**config.mk**
```make
export PLATFORM = sky130hd
export DESIGN_NAME = seg7_scan_mux
export DESIGN_NICKNAME = d
export VERILOG_FILES = /design/src/rtl/seg7_scan_mux_pkg.sv /design/src/rtl/seg7_glyph.sv /design/src/rtl/seg7_scan_mux.sv
export SDC_FILE = /design/constraint.sdc
export NUM_CORES = 1
export LEC_CHECK = 0
export ABC_AREA = 1
export BUFFER_PORTS_ARGS = -buffer_cell sky130_fd_sc_hd__buf_2
export CAP_MARGIN = 20
export CORE_MARGIN = 5
export CORE_UTILIZATION = 45
export CTS_BUF_LIST = sky130_fd_sc_hd__clkbuf_2 sky130_fd_sc_hd__clkbuf_4 sky130_fd_sc_hd__clkbuf_8
export DETAILED_ROUTE_END_ITERATION = 7
export SLEW_MARGIN = 10
export SYNTH_ARGS = -nofsm -noshare
export SYNTH_HDL_FRONTEND = slang
export SYNTH_SLANG_ARGS = --single-unit
```
**constraint.sdc**
```tcl
create_clock -name clk -period 2.2 [get_ports clk]
set_input_delay 0.11 -clock clk [delete_from_list [all_inputs] [get_ports clk]]
set_output_delay 0.11 -clock clk [all_outputs]
set_load 0.05 [all_outputs]
```
**src/rtl/seg7_scan_mux_pkg.sv**
```systemverilog
// Shared constants for the seven-segment scan multiplexer.
// Glyphs are active-high in {g,f,e,d,c,b,a} order.
package seg7_scan_mux_pkg;

   localparam logic [6:0] GLYPH_0     = 7'h3F;
   localparam logic [6:0] GLYPH_1     = 7'h06;
   localparam logic [6:0] GLYPH_2     = 7'h5B;
   localparam logic [6:0] GLYPH_3     = 7'h4F;
   localparam logic [6:0] GLYPH_4     = 7'h66;
   localparam logic [6:0] GLYPH_5     = 7'h6D;
   localparam logic [6:0] GLYPH_6     = 7'h7D;
   localparam logic [6:0] GLYPH_7     = 7'h07;
   localparam logic [6:0] GLYPH_8     = 7'h7F;
   localparam logic [6:0] GLYPH_9     = 7'h6F;
   localparam logic [6:0] GLYPH_U     = 7'h3E;
   localparam logic [6:0] GLYPH_P     = 7'h73;
   localparam logic [6:0] GLYPH_L     = 7'h38;
   localparam logic [6:0] GLYPH_BLANK = 7'h00;

   localparam logic [3:0] CODE_U     = 4'd10;
   localparam logic [3:0] CODE_P     = 4'd11;
   localparam logic [3:0] CODE_L     = 4'd12;
   localparam logic [3:0] CODE_BLANK = 4'd15;

   // Counter width that stays legal when the range collapses to one value.
   function automatic int cnt_w(input int n);
      return (n > 1) ? $clog2(n) : 1;
   endfunction

endpackage

```
**src/rtl/seg7_glyph.sv**
```systemverilog
// Combinational 4-bit display code to 7-segment glyph decoder.
// Codes 13..15 decode to blank.
module seg7_glyph
   import seg7_scan_mux_pkg::*;
(
   input  logic [3:0] code,
   output logic [6:0] seg
);

   always_comb begin
      seg = GLYPH_BLANK;
      unique case (code)
         4'd0:    seg = GLYPH_0;
         4'd1:    seg = GLYPH_1;
         4'd2:    seg = GLYPH_2;
         4'd3:    seg = GLYPH_3;
         4'd4:    seg = GLYPH_4;
         4'd5:    seg = GLYPH_5;
         4'd6:    seg = GLYPH_6;
         4'd7:    seg = GLYPH_7;
         4'd8:    seg = GLYPH_8;
         4'd9:    seg = GLYPH_9;
         CODE_U:  seg = GLYPH_U;
         CODE_P:  seg = GLYPH_P;
         CODE_L:  seg = GLYPH_L;
         default: seg = GLYPH_BLANK;
      endcase
   end

endmodule

```
**src/rtl/seg7_scan_mux.sv**
```systemverilog
// Multiplexed seven-segment driver with frame-synchronous updates,
// per-digit blanking, blink and decimal-point control.
module seg7_scan_mux
   import seg7_scan_mux_pkg::*;
#(
   parameter int DIGITS     = 4,
   parameter int SCAN_DIV   = 50000,
   parameter int BLINK_DIV  = 64,
   parameter int ACTIVE_LOW = 0
)(
   input  logic                  clk,
   input  logic                  reset,
   input  logic                  load,
   input  logic [4*DIGITS-1:0]   codes,
   input  logic [DIGITS-1:0]     blank_mask,
   input  logic [DIGITS-1:0]     blink_mask,
   input  logic [DIGITS-1:0]     dp_mask,
   output logic [6:0]            leds,
   output logic                  dp,
   output logic [DIGITS-1:0]     an
);

   localparam int IW = cnt_w(DIGITS);
   localparam int PW = cnt_w(SCAN_DIV);
   localparam int FW = cnt_w(BLINK_DIV);
   localparam logic POL = (ACTIVE_LOW != 0);

   logic [PW-1:0] pcnt;
   logic [IW-1:0] idx;
   logic [FW-1:0] fcnt;
   logic          phase;
   logic          pend;
   logic          tick;
   logic          wrap;

   logic [4*DIGITS-1:0] p_codes, s_codes;
   logic [DIGITS-1:0]   p_blank, s_blank;
   logic [DIGITS-1:0]   p_blink, s_blink;
   logic [DIGITS-1:0]   p_dp,    s_dp;

   logic [3:0]        code_sel;
   logic [6:0]        glyph;
   logic              vis;
   logic [DIGITS-1:0] an_d;
   logic [6:0]        leds_d;
   logic              dp_d;

   assign tick = (pcnt == PW'(SCAN_DIV - 1));
   assign wrap = tick && (idx == IW'(DIGITS - 1));

   always_ff @(posedge clk) begin
      if (reset) begin
         pcnt  <= '0;
         idx   <= '0;
         fcnt  <= '0;
         phase <= 1'b0;
      end else begin
         pcnt <= tick ? '0 : pcnt + PW'(1);
         if (tick)
            idx <= wrap ? '0 : idx + IW'(1);
         if (wrap) begin
            if (fcnt == FW'(BLINK_DIV - 1)) begin
               fcnt  <= '0;
               phase <= ~phase;
            end else begin
               fcnt <= fcnt + FW'(1);
            end
         end
      end
   end

   // Display reads only the shadow copy, swapped at frame boundaries.
   always_ff @(posedge clk) begin
      if (reset) begin
         pend    <= 1'b0;
         p_codes <= '0;
         p_blank <= '0;
         p_blink <= '0;
         p_dp    <= '0;
         s_codes <= {DIGITS{CODE_BLANK}};
         s_blank <= '0;
         s_blink <= '0;
         s_dp    <= '0;
      end else if (wrap) begin
         pend <= 1'b0;
         if (load) begin
            s_codes <= codes;
            s_blank <= blank_mask;
            s_blink <= blink_mask;
            s_dp    <= dp_mask;
         end else if (pend) begin
            s_codes <= p_codes;
            s_blank <= p_blank;
            s_blink <= p_blink;
            s_dp    <= p_dp;
         end
      end else if (load) begin
         pend    <= 1'b1;
         p_codes <= codes;
         p_blank <= blank_mask;
         p_blink <= blink_mask;
         p_dp    <= dp_mask;
      end
   end

   always_comb begin
      code_sel = s_codes[4*idx +: 4];
   end

   seg7_glyph u_glyph (
      .code (code_sel),
      .seg  (glyph)
   );

   always_comb begin
      vis    = !s_blank[idx] && !(s_blink[idx] && phase);
      an_d   = '0;
      leds_d = '0;
      dp_d   = 1'b0;
      if (vis) begin
         an_d[idx] = 1'b1;
         leds_d    = glyph;
         dp_d      = s_dp[idx];
      end
   end

   always_ff @(posedge clk) begin
      if (reset) begin
         an   <= {DIGITS{POL}};
         leds <= {7{POL}};
         dp   <= POL;
      end else begin
         an   <= an_d ^ {DIGITS{POL}};
         leds <= leds_d ^ {7{POL}};
         dp   <= dp_d ^ POL;
      end
   end

endmodule

```
* Word-level counts from Yosys, hierarchy flattened
Memories as Yosys holds them, arrays and structs flattened. A register that Yosys moved wholly into a read port is not among the register bits. Index checks and enable logic that the tools add are counted.
Operators by class: reduce and logical (&&, ||, !) cells 13, magnitude comparators 2, multiplexer cells 18, add/sub/neg operators 3, shift-type cells 1, bitwise gates (word level) 3, eq/ne operators 3
Operators by type and width (number):
- 16-bit two-way mux | 2
- 4-bit two-way mux | 6
- 16-bit by 1-bit adder with 16-bit output, second input constant | 1
- 16-bit equality test, second input constant | 1
- 16-bit by 5-bit indexed part select with 4-bit output | 1
- 6-bit by 1-bit adder with 6-bit output, second input constant | 1
- 1-bit binary-select mux with 2-bit select | 3
- 6-bit equality test, second input constant | 1
- 6-bit two-way mux | 1
- 2-bit AND reduction | 3
- 2-bit OR reduction | 3
- 1-bit logical AND | 4
- 1-bit two-way mux | 4
- 2-bit by 3-bit < comparator with 1-bit output, second input constant | 1
- 1-bit NOT | 3
- 2-bit by 1-bit adder with 2-bit output, second input constant | 1
- 1-bit demux with 2-bit select | 1
- 2-bit equality test, second input constant | 1
- 2-bit by 1-bit >= comparator with 1-bit output, second input constant | 1
- 1-bit zero test | 2
- 2-bit two-way mux | 1
- 2-bit nonzero test | 1
Word-level totals: bits in read-only memories 112, word-level logic and storage cells 59, flip-flop bits (word level) 87, memories kept 1, bits of input ports 31
Memory list:
- (no name shown) | words 16, width 7, rd ports 1, clocked after memory_dff 1, wr ports 0, line seg7_glyph.sv:12 | unique case (code)

* Longest topological paths before layout
Gate-level depths: netlist of run 1.
word-level depth 7, mapped depth 13, depth with buffers taken out 11

* Hierarchy
A second synthesis of run 1 with hierarchy kept.
Unflattened totals: cell total of the unflattened synthesis 692, area, all modules 4643.2 um^2
By module, submodules not included:
- seg7_scan_mux | instances 1, area an instance 4404.2 um^2, cells each 645
- seg7_glyph | instances 1, area an instance 239.0 um^2, cells each 47

* Worst setup path after synthesis of run 1
Ideal clock, no wire load.
path kind flip-flop to flip-flop, start point reg idx[0], end point reg leds[3], library setup time 0.120 ns, required time 2.080 ns, path slack 0.410 ns, data arrival time 1.670 ns, stages on the path, launching flop included 12, path buffers 2, path through dfxtp_1 > buf_4 > inv_2 > buf_2 > nand2_1 > a32oi_1 > inv_1 > ha_1 > nand3_1 > nand2_1 > nand2_1 > a21oi_1
Between the ends: longest elaborated chain between the ends 7, elaborated cells on any way between the ends 11
RTL lines:
- from (decl) | line seg7_scan_mux.sv:29 | logic [IW-1:0] idx;
- from (signal assigned) | line seg7_scan_mux.sv:60 | idx <= wrap ? '0 : idx + IW'(1);
- 1-bit binary-select mux with 2-bit select | line seg7_scan_mux.sv:116 | vis = !s_blank[idx] && !(s_blink[idx] && phase);
- 1-bit two-way mux (not written as such) | line seg7_scan_mux.sv:116
- 1-bit logical AND | line seg7_scan_mux.sv:116
- 1-bit zero test | line seg7_scan_mux.sv:116
- 1-bit logical AND | line seg7_scan_mux.sv:116
- 1-bit NOT (no source line)
- 2-bit OR reduction (no source line)
- to (decl) | line seg7_scan_mux.sv:18 | output logic [6:0] leds,
Several ways; a longest one is shown, not always the timed one. The select of a mux whose other input is x is not followed. A chain may end at the register's enable or synchronous reset.

* Worst setup path after layout of run 1
Same ends and word-level chain as after synthesis.

==> flow_summary.json, run 1 <==
{
  "critPathTopFamily": "compound AO/OA/AOI/OAI gates",
  "syn2layout_area_growth_pct": 12.3,
  "wl_per_cell_um": 11.8,
  "slew_viol_final": 0,
  "slowest_stage": "dfxtp_1",
  "synth_top_area_share": 0.391,
  "gp_congestion": 0.881,
  "crit_required_ns": 2.49,
  "core_area_um2": 10400,
  "fin_cells": 881,
  "max_freq_ghz": 0.517,
  "clk-insertion-delay-late_ns": 0.36,
  "cts_tree": "built",
  "worstMarginPinSlew_ns": 0.593,
  "yosysUniqueCellTypes": 30,
  "synth_seq_area_share": 0.391,
  "via_per_inst": 4.86,
  "fin_area_um2": 5400,
  "slew_headroom": 0.603,
  "port_buffers": 42,
  "peakVddDrop_mv": 0.354,
  "avgSynthCellArea_um2": 6.91,
  "cp_cell_sequence": "inv_2 -> nand2_1 -> a32oi_1 -> inv_1 -> ha_1 -> nand3_1 -> nand2_1 -> nand2_1 -> a21oi_1",
  "synth_seq_cells": 94,
  "n_fill_cell": 1053,
  "critPathLaunchType": "flip-flop",
  "rows": 37,
  "clockBufferDepth": 2,
  "ant_nets": 0,
  "drt_pass1_iterations": 6,
  "drt_wl_total_mm": 10.4,
  "antenna_found_initial": 0,
  "path_max_fanout": 17,
  "mostFrequentLayoutCell": "nand2_1",
  "crit_buf_inv": 2,
  "hold_violations": 0,
  "tns_ns": 0,
  "grt_max_degree": 39,
  "outcome": "completed",
  "cts-resized-gates": 0,
  "clock_skew_ns": 0.00734,
  "final-seq-area_um2": 1880,
  "cp_slowest_stage_delay_ns": 0.41,
  "synthesis.nets": 738,
  "postPlaceCellArea_um2": 5010,
  "rsz0062_at_grt": "no",
  "grt_overflow": 0,
  "nets": 782,
  "yosysWarnings": 0,
  "grt_pass1_wl_mm": 18.5,
  "gr-usage-all-layers": 0.171,
  "crit_top_cell": "nand2_1",
  "fin_hold_ws_ns": 0.0357,
  "final_cell_mix": "nand2_1, nor2_1, dfxtp_1",
  "period_minus_slack_ns": 1.94,
  "power_leakage_nw": 2.44,
  "drive_above_1_share": 0.126,
  "start_util": 0.464,
  "drt-initial-drc-count": 225,
  "antenna_cells": 0,
  "setup_viol": 0,
  "synth_top_cell_by_area": "dfxtp_1",
  "cts-htree-levels": 3,
  "hpwl_mm": 7.56,
  "critPathCaptureType": "flip-flop",
  "maxCapViolCount": 0,
  "die-width_um": 113,
  "crit_type": "reg -> reg",
  "dp_cells": 849,
  "multiInputGateArea_um2": 2450,
  "min_path_type": "in -> reg",
  "worstPathArrival_ns": 2.23,
  "grt_pass1_vias": 4119,
  "post_cts_buffers": 0,
  "ios": 43,
  "dieArea_um2": 12900,
  "fin_crit_sh": 0.880,
  "clkTransAtPathRegs_ns": 0.09,
  "drc": 0,
  "cts_buffers": 9,
  "power.density_nw_per_um2": 616,
  "cts.sinks": 94,
  "root_buffer": "clkbuf_8",
  "vias": 4282,
  "netlist_area_um2": 4810,
  "die_y_um": 113,
  "synthCells": 696,
  "synthTopCellsByArea": "dfxtp_1, nand2_1, nor2_1"
}
-- stage by stage --
stage	utilization	worst slack, ns	power (mW)
after floorplan	-	0.410	1.97
after global placement	0.483	0.406	2.02
after detailed placement	0.483	0.309	2.03
after CTS	0.521	0.289	3.36
after global routing	0.521	0.103	3.48
final	0.521	0.264	3.33
-- synthesized netlist by cell type --
library cell and count:
a21oi_1 39, a32oi_1 1, buf_1 3, buf_2 9, buf_4 5, buf_6 7, clkbuf_1 7, clkbuf_8 4
dfxtp_1 94, ha_1 11, inv_1 53, inv_2 6, mux2i_1 12, nand2_1 206, nand2_2 3, nand2_4 1
nand3_1 39, nand3_2 3, nand3_4 2, nand3b_1 13, nand4_1 21, nor2_1 111, nor2_2 5, nor2_4 5
nor3_1 6, o21ai_0 25, or2_0 1, or2_2 1, xnor2_1 1, xor2_1 2
-- worst paths after layout --
| kind | from | to | slack (ns) | depth (start not counted) |
|---|---|---|---|---|
| worst min-delay path | reset | fcnt[2] | 0.04 | 2 |
| worst min register to register | pcnt[0] | pcnt[0] | 0.45 | 1 |
| worst max-delay path | idx[0] | leds[3] | 0.26 | 9 |
| worst max register to register | idx[0] | leds[3] | 0.26 | 9 |
-- kinds of logic (layout without fill, tap and decap cells) --
family | Yosys count | after routing | synth area share
AOI/OAI and AO/OA | 65 | 65 | 0.0684
and+or+nand+nor | 417 | 417 | 0.382
DFF | 94 | 94 | 0.391
adders and majority gates | 11 | 11 | 0.0286
xor gates and xnor gates | 3 | 3 | 0.00546
buffers and inverters | 94 | 143 | 0.0989
muxes | 12 | 12 | 0.0250
-- flip-flops by register name, summed over array words and instances (netlist names) --
register and flops:
p_dp 4, s_blink 4, p_blink 4, leds 7, s_codes 16, phase 1, an 4, pend 1
p_blank 4, p_codes 16, s_dp 4, idx 2, pcnt 16, fcnt 6, dp 1, s_blank 4
-- what timing repair did --
| item | 4_1_cts | 5_1_grt |
|---|---|---|
| endpoints found under the setup margin | 0 | 0 |
| hold buffers | 16 | 0 |
| endpoints found under the hold margin | 16 | 0 |
-- routing by layer --
metal	up-vias	global-route usage	share of wire	wire, um
li1	2293	-	-	-
met1	1895	0.251	0.53	5560
met2	80	0.255	0.41	4250
met3	14	0.0260	0.040	416
met4	0	0.0569	0.016	167
met5	-	0	0	0
-- area by class of cell --
cell class / instances / share of cell area
multi-input combinational: 508 / 0.454
sequential: 94 / 0.348
timing repair buffer: 68 / 0.0825
inverter: 59 / 0.0410
tap: 136 / 0.0315
clock buffer: 10 / 0.0255
clock inverter: 6 / 0.0171
-- power breakdown --
group          switching [mW]  internal [mW]
clock network           0.639          0.677
registers              0.0158           1.74
logic                   0.147          0.105
total                   0.802           2.52
-- worst reg2reg max path, stage by stage (launching register included) --
cell,delay [ns]
dfxtp_1,0.41
inv_2,0.24
nand2_1,0.09
a32oi_1,0.33
inv_1,0.14
ha_1,0.30
nand3_1,0.10
nand2_1,0.10
nand2_1,0.05
a21oi_1,0.12
Power figures use the tool's default switching activity.
==> inputs of run 2 (changes only) <==
--- a/config.mk
+++ b/config.mk
@@ -12,6 +12,7 @@
 export CORE_UTILIZATION = 45
 export CTS_BUF_LIST = sky130_fd_sc_hd__clkbuf_2 sky130_fd_sc_hd__clkbuf_4 sky130_fd_sc_hd__clkbuf_8
 export DETAILED_ROUTE_END_ITERATION = 7
+export RECOVER_POWER = 50
 export SLEW_MARGIN = 10
 export SYNTH_ARGS = -nofsm -noshare
 export SYNTH_HDL_FRONTEND = slang
==> flow_summary.json, run 2 (same netlist as run 1, synthesis figures left out) <==
{
  "outcome": "completed",
  "dieArea_um2": 12900,
  "max_freq_ghz": 0.510,
  "die_y_um": 113,
  "drive_above_1_share": 0.107,
  "grt_max_degree": 39,
  "maxCapViolCount": 0,
  "top_regs": "p_codes x16, pcnt x16, s_codes x16",
  "drt-initial-drc-count": 235,
  "cts-htree-levels": 3,
  "ant_nets": 0,
  "rr_startpoint": "idx[0]",
  "critPathCaptureType": "flip-flop",
  "min_from": "reset",
  "gp_congestion": 0.881,
  "multiInputGateArea_um2": 2440,
  "cts_buffers": 9,
  "start_util": 0.464,
  "rsz0062_at_grt": "no",
  "peakVddDrop_mv": 0.347,
  "via_per_inst": 4.87,
  "nets": 782,
  "final-seq-area_um2": 1880,
  "n_fill_cell": 1066,
  "rows": 37,
  "reg2reg_setup_slack_ns": 0.24,
  "hpwl_mm": 7.56,
  "fin_crit_sh": 0.891,
  "grt_pass1_wl_mm": 18.5,
  "drt_wl_total_mm": 10.4,
  "vias": 4293,
  "cts_tree": "built",
  "min_path_type": "in -> reg",
  "crit_type": "reg -> reg",
  "ios": 43,
  "power.density_nw_per_um2": 618,
  "clk-insertion-delay-late_ns": 0.36,
  "drc": 0,
  "mostFrequentLayoutCell": "nand2_1",
  "setup_viol": 0,
  "antenna_found_initial": 0,
  "slew_viol_final": 0,
  "period_minus_slack_ns": 1.96,
  "grt_overflow": 0,
  "reg2reg_to": "s_codes[0]",
  "port_buffers": 42,
  "slew_headroom": 0.590,
  "die-width_um": 113,
  "crit_required_ns": 2.51,
  "hold_violations": 0,
  "antenna_cells": 0,
  "finalPower_mw": 3.32,
  "final_cell_mix": "nand2_1, nor2_1, dfxtp_1",
  "clkTransAtPathRegs_ns": 0.10,
  "post_cts_buffers": 0,
  "holdPathStages": 2,
  "grt_pass1_vias": 4119,
  "power_leakage_nw": 2.39,
  "tns_ns": 0,
  "root_buffer": "clkbuf_8",
  "clockBufferDepth": 2,
  "worstMarginPinSlew_ns": 0.618,
  "hold_path_end": "fcnt[2]",
  "drt_pass1_iterations": 7,
  "gr-usage-all-layers": 0.171,
  "path_max_fanout": 27,
  "wl_per_cell_um": 11.8,
  "clock_skew_ns": 0.00794,
  "syn2layout_area_growth_pct": 11.7,
  "critPathLaunchType": "flip-flop",
  "fin_cells": 881,
  "cts.sinks": 94,
  "rr_worst_depth": 7,
  "core_area_um2": 10400,
  "worstPathArrival_ns": 2.27,
  "dp_cells": 849
}
==> run 2: cell count changes in the layout (fill, tap and decap cells not counted) <==
cell      change
buf_2        -11
clkbuf_1     +12
nand3_1       +1
nor2_2        -1
clkbuf_2      +1
nor2_1        +1
buf_4         -2
nand3_2       -1
==> run 2: worst max-delay path, cell delays in order, from the launching register on <==
cell and delay (ns):
dfxtp_1 0.51, buf_4 0.23, ha_1 0.25, nand3_2 0.12, nor2_4 0.09, clkbuf_2 0.44, nand2_1 0.17, nand3_1 0.10
==> run 2: cell type report <==
class	count	share of cell area
Inverter	59	0.0412
Timing Repair Buffer	68	0.0792
Multi-Input combinational cell	508	0.455
Tap cell	136	0.0317
Sequential cell	94	0.350
Clock inverter	6	0.0172
Clock buffer	10	0.0256
==> run 2: what timing repair did <==
item | CTS | global route
endpoints found under the hold margin | 16 | 0
endpoints found under the setup margin | 0 | 0
hold buffers | 16 | 0
resized for setup | 0 | 0
==> run 2: worst max-delay path by stage <==
stage	startpoint	end	slack, ns	depth (start not counted)
3_5_place_dp	idx[0]	leds[3]	0.31	9
4_1_cts	idx[0]	leds[3]	0.29	9
2_1_floorplan	idx[0]	leds[3]	0.41	11
5_1_grt	idx[0]	s_codes[6]	0.06	7
6_report	idx[0]	s_codes[0]	0.24	7
3_3_place_gp	idx[0]	leds[3]	0.41	9
==> run 2: per-stage QoR <==
step | area [um^2] | utilization | hold slack [ns] | setup slack, ns
after floorplan | 4810 | - | 0.245 | 0.410
after global placement | 5010 | 0.483 | 0.345 | 0.406
after detailed placement | 5010 | 0.483 | 0.356 | 0.309
after CTS | 5400 | 0.521 | 0.0207 | 0.289
after global routing | 5370 | 0.518 | 0.0496 | 0.0579
final | 5370 | 0.518 | 0.0413 | 0.240
==> run 2: layer usage <==
layer | wire [um] | vias to the layer above | share of wire | GRT usage
met4 | 173 | 0 | 0.017 | 0.0569
met5 | 0 | - | 0 | 0
met1 | 5570 | 1906 | 0.54 | 0.251
met2 | 4290 | 79 | 0.41 | 0.255
met3 | 361 | 16 | 0.035 | 0.0260
li1 | - | 2292 | - | -
==> run 2: power breakdown <==
group	internal, mW	total [mW]	switching [mW]
Combinational	0.104	0.251	0.147
Clock	0.677	1.31	0.634
Sequential	1.74	1.76	0.0156
==> inputs of run 3 (changes only) <==
--- a/config.mk
+++ b/config.mk
@@ -6,13 +6,14 @@
 export NUM_CORES = 1
 export LEC_CHECK = 0
 export ABC_AREA = 1
-export BUFFER_PORTS_ARGS = -buffer_cell sky130_fd_sc_hd__buf_2
 export CAP_MARGIN = 20
 export CORE_MARGIN = 5
 export CORE_UTILIZATION = 45
 export CTS_BUF_LIST = sky130_fd_sc_hd__clkbuf_2 sky130_fd_sc_hd__clkbuf_4 sky130_fd_sc_hd__clkbuf_8
 export DETAILED_ROUTE_END_ITERATION = 7
+export DONT_BUFFER_PORTS = 1
 export RECOVER_POWER = 50
+export REMOVE_ABC_BUFFERS = 1
 export SLEW_MARGIN = 10
 export SYNTH_ARGS = -nofsm -noshare
 export SYNTH_HDL_FRONTEND = slang
==> flow_summary.json, run 3 (same netlist as run 1, synthesis figures left out) <==
{
  "rr_startpoint": "idx[0]",
  "post-route-util": 0.516,
  "clockBufferDepth": 2,
  "max_freq_ghz": 0.503,
  "crit_required_ns": 2.46,
  "wl_per_cell_um": 12.6,
  "outcome": "completed",
  "slew_headroom": 0.607,
  "wl_met1_mm": 5.22,
  "pre_cts_slack_ns": 0.325,
  "grt_pass1_vias": 3720,
  "fin_area_um2": 5360,
  "dp_cells": 804,
  "port_buffers": 0,
  "setup.worst_path.start": "idx[0]",
  "grt_max_degree": 58,
  "clk-insertion-delay-late_ns": 0.37,
  "finalPower_mw": 3.36,
  "reg2reg_setup_slack_ns": 0.21,
  "antenna_cells": 0,
  "dieArea_um2": 12900,
  "grt_pass1_wl_mm": 17.6,
  "mostFrequentLayoutCell": "nand2_1",
  "ios": 43,
  "highest_layer": "met4",
  "vias": 4223,
  "postPlaceCellArea_um2": 4780,
  "power_leakage_nw": 2.33,
  "antenna_found_initial": 0,
  "nets": 756,
  "core_area_um2": 10400,
  "drt-initial-drc-count": 204,
  "final_cell_mix": "nand2_1, nor2_1, dfxtp_1",
  "min_from": "blink_mask[0]",
  "drt_wl_total_mm": 10.8,
  "maxCapViolCount": 0,
  "hpwl_mm": 7.21,
  "critPathLaunchType": "flip-flop",
  "cts.sinks": 94,
  "fin_crit_sh": 0.903,
  "dr_wl_met2_mm": 4.93,
  "die-width_um": 113,
  "rows": 37,
  "clkTransAtPathRegs_ns": 0.10,
  "ant_nets": 0,
  "cts_tree": "built",
  "power.density_nw_per_um2": 628,
  "min_path_type": "in -> reg",
  "layout_setup_ws_ns": 0.213,
  "fin_cells": 855,
  "path_max_fanout": 13,
  "cts-htree-levels": 3,
  "root_buffer": "clkbuf_8",
  "gp_congestion": 0.850,
  "setup_viol": 0,
  "drc": 0,
  "critPathCaptureType": "flip-flop",
  "top_regs": "p_codes x16, pcnt x16, s_codes x16",
  "tns_ns": 0,
  "hold_violations": 0,
  "clock_skew_ns": 0.0114,
  "start_util": 0.464,
  "crit_type": "reg -> reg",
  "syn2layout_area_growth_pct": 11.3,
  "drt_pass1_iterations": 4,
  "via_per_inst": 4.94,
  "grt_overflow": 0,
  "worstPathArrival_ns": 2.25,
  "gr-usage-all-layers": 0.168,
  "rsz0062_at_grt": "no",
  "wl_met3_um": 483,
  "peakVddDrop_mv": 0.338,
  "slew_viol_final": 0,
  "worstMarginPinSlew_ns": 0.589,
  "period_minus_slack_ns": 1.99,
  "cts_buffers": 9,
  "die_y_um": 113,
  "drive_above_1_share": 0.0751,
  "fin_hold_ws_ns": 0.0167
}
## run 3: repair_timing
item | in CTS | in global routing
hold buffers | 30 | 0
setup buffers | 0 | 5
resized for setup | 0 | 1
endpoints found under the setup margin | 0 | 1
hold endpoints to repair | 54 | 0
## run 3: layer usage
metal  up-vias  global-route usage
met5         -                   0
met4         0              0.0785
met3         7              0.0276
met2        70               0.262
met1      1910               0.227
li1       2236                   -
## run 3: worst paths after layout
check,to,cells after the start
worst min-delay path,s_blink[0],4
worst min register to register,pcnt[0],1
worst max register to register,p_blank[3],6
worst max-delay path,p_blank[3],6
## run 3: where the power goes
group / total [mW] / switching, mW / internal [mW] / leakage [nW]
Clock: 1.37 / 0.628 / 0.738 / 0.119
Combinational: 0.234 / 0.131 / 0.103 / 1.44
Sequential: 1.76 / 0.0196 / 1.74 / 0.767
Total: 3.36 / 0.778 / 2.58 / 2.33
## run 3: area by class of cell
class,instances,area (um^2)
flip-flops and latches,94,1880
well taps,136,170
inverters,59,221
repair buffers,42,392
fillers,1046,5010
clock inverters,4,76.3
clock buffers,12,165
multi-input cells,508,2450
## run 3: critical path: stages, from the launching register on
cell and delay, ns:
dfxtp_1 0.43, buf_4 0.22, ha_1 0.28, nand3_4 0.18, a21oi_1 0.17, nor2_1 0.05
dlygate4sd3_1 0.54
